**src/rtl/regfile_pkg.sv**
```systemverilog
// Shared defaults and index helpers for the regfile_rdport_pipe register file.
package regfile_pkg;

    localparam int DEF_WIDTH    = 64;
    localparam int DEF_DEPTH    = 32;
    localparam int DEF_RD_PORTS = 2;
    localparam int DEF_ADDR_W   = $clog2(DEF_DEPTH);

    typedef logic [DEF_ADDR_W-1:0] rf_addr_t;

    function automatic int addr_width(input int depth);
        return (depth > 1) ? $clog2(depth) : 1;
    endfunction

    function automatic int zero_reg_idx(input int depth);
        return depth - 1;
    endfunction

endpackage

```
**src/rtl/regfile_rdport_pipe_mux_n1.sv**
```systemverilog
// mux_n1: DEPTH:1 read-select tree built from 2:1 stages; leaves past DEPTH read as zero.
module mux_n1 #(
    parameter int WIDTH = 64,
    parameter int DEPTH = 32,
    parameter int SEL_W = 5
) (
    input  logic [DEPTH*WIDTH-1:0] data,
    input  logic [SEL_W-1:0]       sel,
    output logic [WIDTH-1:0]       out
);

    // Level 0 holds the padded leaves; level l halves the node count using sel[l-1].
    for (genvar l = 0; l <= SEL_W; l++) begin : g_lvl
        localparam int N = 1 << (SEL_W - l);
        logic [N*WIDTH-1:0] v;
        if (l == 0) begin : g_leaf
            for (genvar j = 0; j < N; j++) begin : g_in
                if (j < DEPTH) begin : g_used
                    assign v[j*WIDTH +: WIDTH] = data[j*WIDTH +: WIDTH];
                end else begin : g_pad
                    assign v[j*WIDTH +: WIDTH] = '0;
                end
            end
        end else begin : g_mux
            for (genvar n = 0; n < N; n++) begin : g_node
                assign v[n*WIDTH +: WIDTH] = sel[l-1] ? g_lvl[l-1].v[(2*n+1)*WIDTH +: WIDTH]
                                                      : g_lvl[l-1].v[(2*n)*WIDTH +: WIDTH];
            end
        end
    end

    assign out = g_lvl[SEL_W].v;

endmodule

```
**src/rtl/regfile_rdport_pipe.sv**
```systemverilog
// Register file with one write port and RD_PORTS registered read ports with write-through bypass.
// Define REGFILE_ZERO_REG_EN to hard-wire register DEPTH-1 to zero.
module regfile_rdport_pipe
    import regfile_pkg::*;
#(
    parameter  int WIDTH    = DEF_WIDTH,
    parameter  int DEPTH    = DEF_DEPTH,
    parameter  int RD_PORTS = DEF_RD_PORTS,
    localparam int ADDR_W   = addr_width(DEPTH)
) (
    input  logic                       clk,
    input  logic                       reset_n,
    input  logic                       wr_en,
    input  logic [ADDR_W-1:0]          wr_addr,
    input  logic [WIDTH-1:0]           wr_data,
    input  logic [RD_PORTS-1:0]        rd_en,
    input  logic [RD_PORTS*ADDR_W-1:0] rd_addr,
    output logic [RD_PORTS*WIDTH-1:0]  rd_data,
    output logic [RD_PORTS-1:0]        rd_valid
);

`ifdef REGFILE_ZERO_REG_EN
    localparam bit ZERO_REG_EN = 1'b1;
`else
    localparam bit ZERO_REG_EN = 1'b0;
`endif

    localparam logic [ADDR_W:0]   DEPTH_EXT = (ADDR_W+1)'(DEPTH);
    localparam logic [ADDR_W-1:0] ZERO_IDX  = ADDR_W'(zero_reg_idx(DEPTH));

    logic                   wr_legal;
    logic [DEPTH*WIDTH-1:0] store_flat;

    // Out-of-range and zero-register writes never reach storage or the bypass.
    assign wr_legal = wr_en && ({1'b0, wr_addr} < DEPTH_EXT) &&
                      (!ZERO_REG_EN || (wr_addr != ZERO_IDX));

    for (genvar i = 0; i < DEPTH; i++) begin : g_reg
        if (ZERO_REG_EN && (i == DEPTH - 1)) begin : g_zero
            assign store_flat[i*WIDTH +: WIDTH] = '0;
        end else begin : g_word
            logic [WIDTH-1:0] word;
            always_ff @(posedge clk or negedge reset_n) begin
                if (!reset_n) begin
                    word <= '0;
                end else if (wr_legal && (wr_addr == ADDR_W'(i))) begin
                    word <= wr_data;
                end
            end
            assign store_flat[i*WIDTH +: WIDTH] = word;
        end
    end

    for (genvar p = 0; p < RD_PORTS; p++) begin : g_port
        logic [ADDR_W-1:0] addr;
        logic [WIDTH-1:0]  stored;
        logic [WIDTH-1:0]  sel_data;
        logic [WIDTH-1:0]  data_p1;
        logic              vld_p1;

        assign addr = rd_addr[p*ADDR_W +: ADDR_W];

        mux_n1 #(
            .WIDTH (WIDTH),
            .DEPTH (DEPTH),
            .SEL_W (ADDR_W)
        ) u_mux (
            .data (store_flat),
            .sel  (addr),
            .out  (stored)
        );

        assign sel_data = (wr_legal && (wr_addr == addr)) ? wr_data : stored;

        // Output register stage: data holds while idle, valid pulses one cycle per request.
        always_ff @(posedge clk or negedge reset_n) begin
            if (!reset_n) begin
                data_p1 <= '0;
                vld_p1  <= 1'b0;
            end else begin
                vld_p1 <= rd_en[p];
                if (rd_en[p]) begin
                    data_p1 <= sel_data;
                end
            end
        end

        assign rd_data[p*WIDTH +: WIDTH] = data_p1;
        assign rd_valid[p]               = vld_p1;
    end

endmodule
```
**config.mk**
```make
export PLATFORM = sky130hd
export DESIGN_NAME = regfile_rdport_pipe
export DESIGN_NICKNAME = d
export VERILOG_FILES = /design/src/rtl/regfile_pkg.sv /design/src/rtl/regfile_rdport_pipe_mux_n1.sv /design/src/rtl/regfile_rdport_pipe.sv
export SDC_FILE = /design/constraint.sdc
export NUM_CORES = 2
export LEC_CHECK = 0
export CAP_MARGIN = 20
export CELL_PAD_IN_SITES_DETAIL_PLACEMENT = 1
export CELL_PAD_IN_SITES_GLOBAL_PLACEMENT = 2
export CORE_ASPECT_RATIO = 1.1
export CORE_MARGIN = 3
export CORE_UTILIZATION = 47
export DETAILED_ROUTE_END_ITERATION = 12
export PLACE_DENSITY = 0.9
export SLEW_MARGIN = 25
export SYNTH_ARGS = -nofsm -noshare
export SYNTH_HDL_FRONTEND = slang
export SYNTH_SLANG_ARGS = --single-unit
```
**constraint.sdc**
```tcl
create_clock -name clk -period 2.4 [get_ports clk]
set_input_delay 0.36 -clock clk [delete_from_list [all_inputs] [get_ports clk]]
set_output_delay 0.36 -clock clk [all_outputs]
set_load 0.02 [all_outputs]
```
# --- Yosys cells after proc, flatten, opt, wreduce, memory -nomap -nowiden ---
# Cells that the tools add are included.
classes:
  n_addsub: 0
  n_mul: 0
  div: 0
  magnitude_cmp: 0
  eq_ne: 33
  shift: 0
  mux: 64
  bitwise_logic: 0
  n_reduce_logical: 35
ops:
  columns: ["op", "n"]
  rows:
  - ["$mux W64", 64]
  - ["$eq A5 B5 Y1 const B", 16]
  - ["$eq A5 B4 Y1 const B", 8]
  - ["$logic_and A1 B1 Y1", 34]
  - ["$eq A5 B3 Y1 const B", 4]
  - ["$eq A5 B2 Y1 const B", 2]
  - ["$eq A5 B5 Y1", 2]
  - ["$eq A5 B1 Y1 const B", 1]
  - ["$logic_not A5 Y1", 1]
totals:
  reg_bits: 2178
  latch_bits: 0
  mem_bits_rw: 0
  rom_bits: 0
  inputBits: 84
  output_inout_bits: 130
  wordCells: 168
  mem_count: 0

# --- Longest topological paths before layout ---
depth:
  depth_word: 6
  ltp_mapped: 11
  mapped_depth_nobuf: 5

# --- By module ---
# From an unflattened synthesis, not the netlist that was laid out.
unflattened:
  hier_cells: 6991
  hier_area_um2: 115563.3
modules_own_cells:
  columns: ["module", "instances", "cells_per_inst", "area_each_um2", "seq_area_each_um2"]
  rows:
  - ["regfile_rdport_pipe", 1, 4969, 83304.9, 54502.3]
  - ["mux_n1", 2, 1011, 16129.2, 0.0]

# --- Worst setup path after synthesis ---
# Ideal clock, no wire load.
synth_path:
  kind: "input to register"
  startpoint: "in rd_addr[6]"
  endpoint: "reg g_port[1].data_p1[21]"
  setup_time_ps: 128
  arrival_time_ps: 2316
  required_ps: 2272
  slack_ps: -43
  path_stages: 7
  path_buffers: 3
  path_cell_list: "buf_2 -> clkbuf_1 -> buf_1 -> mux4_2 -> mux4_2 -> a222oi_1 -> nand2_1"
synth_between:
  elab_chain_cells: 5
  elab_cells_between_ends: 18
  cone_classes: "eq/ne (1); mux (16); reduce/logical (1)"
synth_rtl:
  columns: ["element", "line_no", "text"]
  rows:
  - ["start, declared", "regfile_rdport_pipe.sv:17", "input logic [RD_PORTS*ADDR_W-1:0] rd_addr,"]
  - ["$mux W64 (4 in a row)", "regfile_rdport_pipe_mux_n1.sv:26", "assign v[n*WIDTH +: WIDTH] = sel[l-1] ? g_lvl[l-1].v[(2*n+1)*WIDTH +: WIDTH]"]
  - ["$mux W64 (*)", "regfile_rdport_pipe.sv:73", "assign sel_data = (wr_legal && (wr_addr == addr)) ? wr_data : stored;"]
  - ["end signal, assigned", "regfile_rdport_pipe.sv:83", "data_p1 <= sel_data;"]
  - ["end, declared", "regfile_rdport_pipe.sv:58", "logic [WIDTH-1:0] data_p1;"]
# Every way passes the cells marked *; elsewhere a longest branch is shown, timed or not.
# A chain may end at the register's enable or synchronous reset.

# --- Worst setup path after layout ---
layout_path:
  startpoint: "reg g_reg[5].g_word.word[42]"
  endpoint: "reg g_port[1].data_p1[42]"
layout_between:
  elab_chain_cells: 6
layout_rtl:
  columns: ["element", "line_no", "text"]
  rows:
  - ["start, declared", "regfile_rdport_pipe.sv:42", "logic [WIDTH-1:0] word;"]
  - ["start signal, assigned", "regfile_rdport_pipe.sv:47", "word <= wr_data;"]
  - ["$mux W64 (5 in a row)", "regfile_rdport_pipe_mux_n1.sv:26", null]
  - ["$mux W64", "regfile_rdport_pipe.sv:73", null]
# Every way passes these cells.

==> results.sh <==
export IMPL_status="finished with violations"
export IMPL_violations="setup timing"
export IMPL_syn_to_final_growth_pct=19.5
export IMPL_grt_antenna_before_repair=52
export IMPL_yosysTopAreaCell="dfrtp_1"
export IMPL_row_count=188
export IMPL_pwr_share_clk_pct=34.2
export IMPL_ys_ff_latch=2178
export IMPL_swShare_pct=30.2
export IMPL_grt_usage_pct=37.7
export IMPL_synthCells=7494
export IMPL_synth_common_cells="dfrtp_1, mux2_2, mux4_2"
export IMPL_grt_pass1_vias=91165
export IMPL_pwr_share_seq_pct=44.0
export IMPL_setup_violations=2
export IMPL_viasPerCell=7.36
export IMPL_cts_buffer_depth=3
export IMPL_post_route_min_period_ns=2.41
export IMPL_gp_congestion=0.898
export IMPL_pin_count=214
export IMPL_setup_tns_ns=-0.0164
export IMPL_clockRootBuffer="clkbuf_16"
export IMPL_routed_wl_um=478000
export IMPL_dominantRegCellSynth="dfrtp_1"
export IMPL_gr_total_overflow=0
export IMPL_seqCellArea_sq_um=54500
export IMPL_dr_pass1_iters=7
export IMPL_reg2reg_slack_ns=-0.01
export IMPL_cp_end_kind="flop"
export IMPL_antenna_left=0
export IMPL_clkTransAtPathRegs_ns=0.07
export IMPL_initial_core_util_pct=47.4
export IMPL_finalHoldViolCount=0
export IMPL_worst_slack_ns=-0.0132
export IMPL_syn_nets=7578
export IMPL_internal_power_uw=81100
export IMPL_insertion_delay_ns=0.91
export IMPL_die_x_um=474
export IMPL_synth_edf_count=0
export IMPL_cts_made_buffers=225
export IMPL_worstPathCellList="mux4_2 -> nor2b_1 -> a2111oi_1 -> a2111oi_1 -> buf_12 -> a221o_1"
export IMPL_fillers=21567
export IMPL_core_sq_um=239000
export IMPL_async_flop_share_pct=100
export IMPL_grt_max_degree=128
export IMPL_slowest_stage="a2111oi_1"
export IMPL_synth_most_common_cell="dfrtp_1"
export IMPL_slew_headroom_pct=20.8
export IMPL_multi_input_area_sq_um=55600
export IMPL_num_vias=83788
export IMPL_ir_worst_vdd_uv=895
export IMPL_yosys_area_top_type_share_pct=48.0
export IMPL_worstSetupPathType="flop to flop"
export IMPL_cts_max_level=4
export IMPL_die_y_um=521
export IMPL_p_comb_share_pct=21.8
export IMPL_worstPathMaxFanout=3
export IMPL_wire_per_inst_um=42.0
export IMPL_crit_top_cell="a2111oi_1"
export IMPL_drv_cap=0
export IMPL_drt_iter0_markers=11300
export IMPL_critPathMaxStageDelay_ns=0.54
export IMPL_fin_hold_ws_ns=0.104
export IMPL_power_density_nw_per_um2=857
export IMPL_hpwlAfterDp_um=292000
export IMPL_drc=0
export IMPL_clock_sinks=2178
export IMPL_synth_cell_area_sq_um=113000
export IMPL_ys_top_cells_by_area="dfrtp_1, mux4_2, mux2_2"
export IMPL_synth_distinct_cells=58
export IMPL_cp_arrival_ns=3.19
export IMPL_post_dp_cell_area_sq_um=127000
export IMPL_grt_first_pass_wirelength_um=674000
export IMPL_nNetsFinal=8106
export IMPL_tightest_slew_ns=1.19
export IMPL_avgSynthCellArea_sq_um=15.1
export IMPL_seq_area_frac_synth_pct=48.0
export IMPL_cts_tree="yes"
export IMPL_p_leak_uw=0.0589
export IMPL_worstSetupStartpointType="flop"
export IMPL_fmax_ghz=0.414
export IMPL_drive_gt1_share_pct=54.5
export IMPL_io_buffers=213
export IMPL_die_area_sq_um=247000
export IMPL_yosys_warnings=0
export IMPL_final_area_sq_um=136000
export IMPL_worstPathRequired_ns=3.18
export IMPL_finalClockSkew_ns=0.0579
export IMPL_final_period_utilization_pct=101
export IMPL_min_path_type="input port to flop"
export IMPL_p_switching_uw=35100
export IMPL_slew_violations=0
==> cells by family (layout without fill, tap and decap cells) <==
kind of cell	count (synthesis)	in the layout	synth area share, %
compound gates	538	538	3.56
xor+xnor	10	10	0.0772
buf+inv	819	1540	3.20
flops	2178	2178	48.0
mux	3204	3204	42.2
other cells	0	30	0
simple gates	745	745	2.86
==> cell usage in the layout (no fill, tap or decap), types with 70 or more instances in the layout <==
cell type and count:
clkdlybuf4s50_1 142, mux2_2 2051, mux2i_1 91, nand3_1 112, a22oi_1 166, buf_12 347, mux4_2 1062, nand2_1 456
dfrtp_1 2168, o211ai_1 70, clkbuf_16 227, buf_4 547
==> worst max-delay path, delay by kind of cell, from the launching register on <==
kind | cells | cell delay (ns)
buffers and inverters | 1 | 0.20
and+or+nand+nor | 1 | 0.15
muxes | 1 | 0.49
DFF | 1 | 0.43
AOI/OAI and AO/OA | 3 | 1.00
==> per-layer routing <==
layer / global-route usage [%] / vias up / wire length, um
met5: 0.0775 / - / 402
met4: 30.0 / 44 / 46100
met3: 11.6 / 2549 / 57500
met2: 56.7 / 7133 / 216000
met1: 45.0 / 43931 / 158000
li1: - / 30131 / -
==> stage by stage <==
step	total power [uW]	utilization [%]	std cells	worst slack, ns
final	116000	56.7	11380	-0.0132
after global routing	120000	56.6	11358	-0.0777
after CTS	115000	56.6	11350	0.000495
after detailed placement	74800	53.2	10927	-0.446
after global placement	72300	53.2	10927	-0.412
after floorplan	64600	-	7494	0.0507
==> registers in the layout, indices dropped and copies added (netlist names) <==
name / cells
g_port.vld_p1: 2
g.g_word.word: 2048
g_port.data_p1: 128
==> area by class of cell <==
cell class / count / area share (%)
multi-input combinational: 4497 / 41.0
sequential: 2178 / 40.2
timing repair buffer: 1109 / 9.72
clock buffer: 311 / 4.79
tap: 3135 / 2.89
clock inverter: 109 / 1.24
antenna: 30 / 0.0554
inverter: 11 / 0.0434
==> power by group through the flow <==
stage                     logic, uW  registers [uW]  clock network (uW)
final                         25300           51200               39700
after global routing          26400           51700               41400
after CTS                     24800           50600               39600
after detailed placement      24100           50700                   0
after global placement        22700           49500                   0
after floorplan               16300           48300                   0
==> worst paths after layout <==
path                                     startpoint                       end  cells after the start
min in group asynchronous                   reset_n  g_reg[7].g_word.word[57]                      3
min                                        rd_en[0]      g_port[0].data_p1[1]                      3
max in group asynchronous                   reset_n  g_reg[5].g_word.word[57]                      4
max                        g_reg[5].g_word.word[42]     g_port[1].data_p1[42]                      6
max reg2reg                g_reg[5].g_word.word[42]     g_port[1].data_p1[42]                      6
min reg2reg                   g_port[0].data_p1[39]     g_port[0].data_p1[39]                      2
==> timing repair <==
| action | CTS | global route |
|---|---|---|
| hold buffers | 3 | 0 |
| resized for setup | 67 | 6 |
| endpoints found under the setup margin | 58 | 6 |
| hold endpoints to repair | 1523 | 0 |
| buffers inserted | 0 | 0 |
No activity file was read; power rests on OpenSTA's default activity.
